**config.mk**
```make
export PLATFORM = sky130hd
export DESIGN_NAME = if_stage_reg
export DESIGN_NICKNAME = d
export VERILOG_FILES = /design/src/rtl/if_stage_reg.sv
export SDC_FILE = /design/constraint.sdc
export NUM_CORES = 1
export LEC_CHECK = 0
export ABC_AREA = 0
export CAP_MARGIN = 30
export CORE_MARGIN = 2
export CORE_UTILIZATION = 45
export DETAILED_ROUTE_END_ITERATION = 6
export PLACE_DENSITY = 0.82
export SETUP_SLACK_MARGIN = 0.2
export SKIP_CTS_REPAIR_TIMING = 1
export SLEW_MARGIN = 20
export SYNTH_ARGS = -nofsm -noshare
export SYNTH_HDL_FRONTEND = slang
export SYNTH_SLANG_ARGS = --single-unit
```
**constraint.sdc**
```tcl
create_clock -name clk -period 3.85 [get_ports clk]
set_input_delay 0.385 -clock clk [delete_from_list [all_inputs] [get_ports clk]]
set_output_delay 0.385 -clock clk [all_outputs]
set_load 0.005 [all_outputs]
```
**src/rtl/if_stage_reg.sv**
```systemverilog
// Instruction-fetch stage: program counter plus the IF/ID pipeline register.
// Define IF_STALL_CNT_EN to add the saturating load-use stall counter port stall_cnt.
module if_stage_reg #(
    parameter logic [31:0] RESET_PC = 32'h0000_0000,
    parameter int          CNT_W    = 16
) (
    input  logic             clk,
    input  logic             rst_n,
    input  logic             PCWr,
    input  logic             IFIDWr,
    input  logic             redirect_valid,
    input  logic [31:0]      redirect_pc,
    output logic [31:0]      imem_addr,
    input  logic [31:0]      imem_rdata,
    output logic [31:0]      IFIDInstr,
    output logic [31:0]      IFIDPC4,
    output logic             IFIDValid,
    output logic [4:0]       IFIDRegRs,
    output logic [4:0]       IFIDRegRt
`ifdef IF_STALL_CNT_EN
    ,
    output logic [CNT_W-1:0] stall_cnt
`endif
);

    logic [31:0] pc_q, pc_d;
    logic [31:0] instr_q, instr_d;
    logic [31:0] pc4_q, pc4_d;
    logic        valid_q, valid_d;
    logic [31:0] pc_plus4;
    logic        load_use_stall;

    // Two low address bits are dropped; the target is always word aligned.
    logic [1:0]  unused_redirect_lsb;
    assign unused_redirect_lsb = redirect_pc[1:0];

    assign pc_plus4       = pc_q + 32'd4;
    assign load_use_stall = !redirect_valid && !PCWr && !IFIDWr;

    always_comb begin
        pc_d    = pc_q;
        instr_d = instr_q;
        pc4_d   = pc4_q;
        valid_d = valid_q;
        if (redirect_valid) begin
            pc_d    = {redirect_pc[31:2], 2'b00};
            instr_d = 32'h0;
            pc4_d   = 32'h0;
            valid_d = 1'b0;
        end else if (!PCWr && !IFIDWr) begin
            pc_d = pc_q;
        end else if (!PCWr) begin
            // PC is held, so the slot must become a bubble or the instruction issues twice.
            instr_d = 32'h0;
            pc4_d   = 32'h0;
            valid_d = 1'b0;
        end else if (!IFIDWr) begin
            pc_d = pc_plus4;
        end else begin
            pc_d    = pc_plus4;
            instr_d = imem_rdata;
            pc4_d   = pc_plus4;
            valid_d = 1'b1;
        end
    end

    always_ff @(posedge clk) begin
        if (!rst_n) begin
            pc_q    <= {RESET_PC[31:2], 2'b00};
            instr_q <= 32'h0;
            pc4_q   <= 32'h0;
            valid_q <= 1'b0;
        end else begin
            pc_q    <= pc_d;
            instr_q <= instr_d;
            pc4_q   <= pc4_d;
            valid_q <= valid_d;
        end
    end

    assign imem_addr = pc_q;
    assign IFIDInstr = instr_q;
    assign IFIDPC4   = pc4_q;
    assign IFIDValid = valid_q;
    assign IFIDRegRs = instr_q[25:21];
    assign IFIDRegRt = instr_q[20:16];

`ifdef IF_STALL_CNT_EN
    logic [CNT_W-1:0] stall_cnt_q, stall_cnt_d;

    always_comb begin
        stall_cnt_d = stall_cnt_q;
        if (load_use_stall && (stall_cnt_q != {CNT_W{1'b1}})) begin
            stall_cnt_d = stall_cnt_q + 1'b1;
        end
    end

    always_ff @(posedge clk) begin
        if (!rst_n) begin
            stall_cnt_q <= '0;
        end else begin
            stall_cnt_q <= stall_cnt_d;
        end
    end

    assign stall_cnt = stall_cnt_q;
`else
    logic unused_stall;
    assign unused_stall = load_use_stall;
    localparam int unused_cnt_w = CNT_W;
`endif

endmodule

```
==> impl_metrics.env <==
export IMPL_outcome="finished, final reports clean"
export IMPL_nNetsFinal=785
export IMPL_wl_per_cell_um=17.29
export IMPL_r2r_slack_ns=1.33
export IMPL_crit_arrival_ns=2.82
export IMPL_cts_tree="done"
export IMPL_final_fill_count=868
export IMPL_synth_area_leaders="dfxtp_1, nand3_1, nand2_1, a21oi_1, o21ai_0"
export IMPL_root_buffer="clkbuf_8"
export IMPL_grt_ovfl_total=0
export IMPL_path_class="flop to flop"
export IMPL_tightest_slew_ns=0.7986
export IMPL_synth_top_family_by_area="simple AND/OR/NAND/NOR gates"
export IMPL_crit_chain="nand4_2 > or4_1 > or4_1 > a31oi_1"
export IMPL_ff2ff_path_depth=4
export IMPL_synth_cell_type_count=52
export IMPL_syn_area_um2=4633
export IMPL_avgSynthCellArea_um2=7.840
export IMPL_hpwl_um=10370
export IMPL_core_area_um2=10140
export IMPL_power_density_nw_per_um2=301.9
export IMPL_yosys_area_share_simple=0.2792
export IMPL_route_met3_wl_um=1283
export IMPL_grt_pass1_vias=4654
export IMPL_dr_total_vias=4997
export IMPL_wl_met1_um=6251
export IMPL_clock_sinks=93
export IMPL_finalSetupViolCount=0
export IMPL_place_congestion=0.8745
export IMPL_crit_path_max_incr_delay_ns=0.80
export IMPL_finalCritPeriodShare=0.6535
export IMPL_netlist_instances=591
export IMPL_hold_path_class="flop to flop"
export IMPL_io_pins=176
export IMPL_muxShareOfSynthArea=0.004591
export IMPL_portBuffers=169
export IMPL_power_leakage_nw=2.158
export IMPL_synthXorXnorAreaFrac=0.03970
export IMPL_grt_max_degree=37
export IMPL_start_util=0.4570
export IMPL_yosysSeqAreaShare=0.4018
export IMPL_dr_max_layer_used="met4"
export IMPL_yosysMostFrequentCell="dfxtp_1"
export IMPL_cap_violations=0
export IMPL_clockBufferDepth=2
export IMPL_min_period_ns=2.516
export IMPL_slew_viol_final=0
export IMPL_clk_pin_slew_ns=0.10
export IMPL_netlist_area_leader_share=0.4018
export IMPL_routed_wl_um=14820
export IMPL_first_pass_iters=5
export IMPL_p_total_mw=1.944
export IMPL_antenna_found_initial=1
export IMPL_area_growth_pct=38.97
export IMPL_fmax_mhz=397.5
export IMPL_slowest_stage="or4_1"
export IMPL_floorplan_rows=37
export IMPL_synth_edf_count=0
export IMPL_hold_depth=2
export IMPL_synth_largest_area_cell="dfxtp_1"
export IMPL_die_area_um2=11120
export IMPL_die_y_um=105.5
export IMPL_critPathMaxFanout=14
export IMPL_tns_ns=0
export IMPL_synth_async_sr_flop_share=0
export IMPL_drc=0
export IMPL_required_ns=4.15
export IMPL_ys_seq_elements=93
export IMPL_drive_gt1_frac=0.04722
export IMPL_rsz0062_at_grt="no"
export IMPL_startpoint_type="flop"
export IMPL_drt_iter0_markers=321
export IMPL_synth_compound_area_frac=0.1961
export IMPL_critical_path_most_common_cell="or4_1"
export IMPL_grt_use_total=0.2626
export IMPL_synth_flop_cell="dfxtp_1"
export IMPL_yosysWarnings=0
export IMPL_die_w_um=105.5
export IMPL_crit_path_end_kind="flop"
export IMPL_synth_fa_ha_area_frac=0.002701
export IMPL_slew_headroom=0.4676
export IMPL_hold_viol=0
export IMPL_routed_via_density=5.831
export IMPL_fin_skew_ns=0.01258
export IMPL_numCtsBuffers=9
export IMPL_grt_pass1_wl_um=23620
export IMPL_drt_antenna_violating_nets=0
export IMPL_clk_latency_ns=0.37
export IMPL_peakVddDrop_mv=0.2359
export IMPL_yosys_top_cells_count="dfxtp_1, nand2_1, nand3_1, a21oi_1, clkbuf_1"
export IMPL_htreeDepth=3
export IMPL_wl_met2_um=7026
layout by cell type (no fill, tap or decap), drive strengths merged, types with 2 or more instances in the layout:
| master | n |
|---|---|
| and2 | 3 |
| clkbuf | 11 |
| buf | 12 |
| clkdlybuf4s50 | 168 |
| clkinvlp | 3 |
| a21boi | 2 |
| or3 | 8 |
| inv | 5 |
| xor2 | 7 |
| nand3 | 57 |
| a311oi | 4 |
| dfxtp | 93 |
| nor2b | 2 |
| conb | 4 |
| nor3 | 20 |
| nand4 | 16 |
| a31oi | 11 |
| clkinv | 3 |
| o311a | 4 |
| xnor2 | 14 |
| o211a | 3 |
| and3 | 5 |
| and4 | 7 |
| o211ai | 5 |
| nand2b | 6 |
| a21oi | 48 |
| o31ai | 6 |
| a211o | 2 |
| a22oi | 5 |
| nand2 | 76 |
| o21ai | 36 |
| o21a | 4 |
| or4 | 14 |
| a221o | 6 |
| nor2 | 24 |
| a31o | 2 |
| nor4 | 11 |
critical path, delay by kind of cell, from the launching register on:
family             cells  cell delay [ns]
and+or+nand+nor        3             1.72
DFF                    1             0.56
AOI/OAI and AO/OA      1             0.16
final cells by class:
| cell class | count | area, um^2 | share of cell area |
|---|---|---|---|
| Clock inverter | 5 | 36.28 | 0.005635 |
| Tap cell | 136 | 170.2 | 0.02643 |
| Inverter | 6 | 22.52 | 0.003498 |
| Clock buffer | 11 | 141.4 | 0.02196 |
| Antenna cell | 1 | 2.502 | 0.0003887 |
| Timing Repair Buffer | 180 | 1769 | 0.2748 |
| Sequential cell | 93 | 1862 | 0.2892 |
| Multi-Input combinational cell | 425 | 2435 | 0.3782 |
through the flow:
step	worst slack [ns]	hold slack (ns)	instance area [um^2]	utilization	std cells
5_1_grt	1.219	0.4768	6436	0.6348	856
2_1_floorplan	1.875	0.4482	4644	-	594
3_5_place_dp	1.342	0.4507	6259	0.6173	840
4_1_cts	1.362	0.4637	6436	0.6348	856
3_3_place_gp	1.401	0.4368	6259	0.6173	840
6_report	1.334	0.4625	6439	0.6351	857
kinds of logic (layout without fill, tap and decap cells):
family | Yosys count | after routing
XOR/XNOR | 21 | 21
flip-flops | 93 | 93
other | 1 | 5
AO/OA/AOI/OAI | 144 | 144
multiplexers | 2 | 2
buffers and inverters | 76 | 202
AND/OR/NAND/NOR | 253 | 253
adder cells (fa/ha/maj) | 1 | 1
power breakdown:
part | total [mW] | switching (mW) | internal [mW]
Clock | 0.604 | 0.352 | 0.253
Combinational | 0.288 | 0.123 | 0.164
Sequential | 1.05 | 0.0573 | 0.995
Total | 1.94 | 0.532 | 1.41
sequential cells by signal, summed over array words and instances (netlist names):
register	count
IFIDInstr	32
IFIDPC4	30
IFIDValid	1
imem_addr	30
routing by layer:
layer,vias up,track usage
li1,2376,-
met1,2356,0.3449
met2,242,0.4240
met3,23,0.06617
met4,0,0.08095
met5,-,0
worst paths after layout:
check                             startpoint                    endpoint
setup reg to reg  imem_addr[10]$_SDFFE_PN0P_  imem_addr[25]$_SDFFE_PN0P_
hold reg to reg   IFIDInstr[11]$_SDFFE_PP0P_  IFIDInstr[11]$_SDFFE_PP0P_
setup / recovery  imem_addr[10]$_SDFFE_PN0P_  imem_addr[25]$_SDFFE_PN0P_
hold / removal    IFIDInstr[11]$_SDFFE_PP0P_  IFIDInstr[11]$_SDFFE_PP0P_
Power figures use the tool's default switching activity.
==> RTL edit (same settings) <==
`instr_q` no longer has a reset.
--- a/src/rtl/if_stage_reg.sv
+++ b/src/rtl/if_stage_reg.sv
@@ -68,13 +68,15 @@
         if (!rst_n) begin
             pc_q    <= {RESET_PC[31:2], 2'b00};
-            instr_q <= 32'h0;
             pc4_q   <= 32'h0;
             valid_q <= 1'b0;
         end else begin
             pc_q    <= pc_d;
-            instr_q <= instr_d;
             pc4_q   <= pc4_d;
             valid_q <= valid_d;
         end
+    end
+
+    always_ff @(posedge clk) begin
+        instr_q <= instr_d;
     end
 
Behaviour: not the same (a bounded check fails within 4 cycles, from zero or initial values and one cycle with rst_n low).
==> RTL edit against the original RTL <==
  * Synthesized area is 1.8% lower
  * Wire length decreased by 2.6%
  * Setup slack got worse by 67 ps
  * Sequential cell count unchanged
  * Combinational power is 5% higher
  * Hold slack got worse by 9.0 ps
  * Cell area is 0.87% lower
  * Power grew 5.1%
  * Largest power group unchanged
==> RTL edit: results (changes against the original RTL) <==
* Status: complete, no violations (unchanged)
* Synth top area cells: dfxtp_1, nand3_1, nand2_1 (unchanged)
* Sequential Power Share at 51.8% (was 54.1%)
* Worst-margin pin slew at 775 ps (was 799 ps)
* Layout cells sized above 1 at 4.35% (was 4.72%)
* Detailed-route via count at 4903 (was 4997)
* GR Layer Usage met2 at 43.1% (was 42.4%)
* Synth top area share at 40.9% (was 40.2%)
* FF-to-FF End: imem_addr[28]$_SDFFE_PN0P_ (was imem_addr[25]$_SDFFE_PN0P_)
* Hold EP: IFIDInstr[8]$_SDFFE_PP0P_ (was IFIDInstr[11]$_SDFFE_PP0P_)
* CP max FO at 13 (was 14)
* Final WL at 14400 microns (was 14800 microns)
* Port bufs at 169 (unchanged)
* Grt met3 use at 4.80% (was 6.62%)
* Pleak at 2.15 nW (was 2.16 nW)
* R2R depth at 6 (was 4)
* Worst VDD drop at 207 uV (was 236 uV)
* Synth cell count leaders: dfxtp_1, nand2_1, nand3_1, a21oi_1, o21ai_0 (was dfxtp_1, nand2_1, nand3_1, a21oi_1, clkbuf_1)
* Min-delay src: IFIDInstr[8]$_SDFFE_PP0P_ (was IFIDInstr[11]$_SDFFE_PP0P_)
* Worst path arrival time at 2880 ps (was 2820 ps)
* Worst reg-to-reg setup slack at 1270 ps (was 1330 ps)
* Initial DRC Count at 265 (was 321)
* Met1 Usage GRT at 31.7% (was 34.5%)
* Largest net degree at the start of global routing at 58 (was 37)
* HP Class: flip-flop to flip-flop (unchanged)
* Area after DPL at 6180 sq um (was 6260 sq um)
* Gr usage total at 25.4% (was 26.3%)
* Post-synthesis compound-gate area fraction at 18.6% (was 19.6%)
* Filler cell count in the final layout at 858 (was 868)
* Worst hold path depth at 2 (unchanged)
* Critical Path Max Stage Delay at 700 ps (was 800 ps)
* Synth Area in XOR/XNOR at 4.62% (was 3.97%)
* Clock skew at 9.72 ps (was 12.6 ps)
* ANT cells at 0 (was 1)
* Switching Share at 26.2% (was 27.4%)
* Reg-to-Reg Start: imem_addr[2]$_SDFFE_PN0P_ (was imem_addr[10]$_SDFFE_PN0P_)
* Vias in the first global route at 4609 (was 4654)
* Final GP Congestion at 0.867 (was 0.875)
* Dpl ws at 1040 ps (was 1340 ps)
* Nets at 778 (was 785)
* First-pass GRT wire length at 22800 microns (was 23600 microns)
RTL edit: cell count changes after synthesis, moves of 4 or more:
cell,change
clkbuf_1,-10
a21oi_1,+5
or3_1,-5
a221o_1,-4
a311oi_1,-4
a31oi_1,-4
and3_1,-4
nand4_1,+4
nor2_1,-4
RTL edit: per-stage QoR:
step | cells | total power [mW] | hold WS, ps
floorplan | 581 | 1.20 | 442
global placement | 830 | 1.37 | 436
detailed placement | 830 | 1.38 | 445
CTS | 845 | 2.05 | 457
global route | 845 | 2.12 | 479
finish | 845 | 2.04 | 454
RTL edit: area by class of cell:
type / instances / area, sq um / share of cell area (%)
Multi-Input combinational cell: 420 / 2380 / 37.3
Sequential cell: 93 / 1860 / 29.2
Timing Repair Buffer: 179 / 1760 / 27.5
Tap cell: 133 / 166 / 2.61
Clock buffer: 11 / 151 / 2.37
Clock inverter: 4 / 47.5 / 0.745
Inverter: 5 / 18.8 / 0.294
RTL edit: worst max path at each step:
| stage | endpoint | slack, ps | startpoint |
|---|---|---|---|
| global route | imem_addr[29]$_SDFFE_PN0P_ | 1100 | imem_addr[4]$_SDFFE_PN0P_ |
| detailed placement | IFIDPC4[18]$_SDFFE_PP0P_ | 1040 | rst_n |
| floorplan | imem_addr[28]$_SDFFE_PN0P_ | 1660 | imem_addr[2]$_SDFFE_PN0P_ |
| CTS | imem_addr[28]$_SDFFE_PN0P_ | 1310 | imem_addr[2]$_SDFFE_PN0P_ |
| finish | imem_addr[28]$_SDFFE_PN0P_ | 1270 | imem_addr[2]$_SDFFE_PN0P_ |
| global placement | IFIDPC4[28]$_SDFFE_PP0P_ | 1080 | rst_n |
RTL edit: metal layers:
metal / part of all wire, % / vias to the layer above
li1: - / 2339
met2: 50 / 210
met5: 0 / -
met1: 41 / 2316
met3: 6.4 / 38
met4: 2.2 / 0
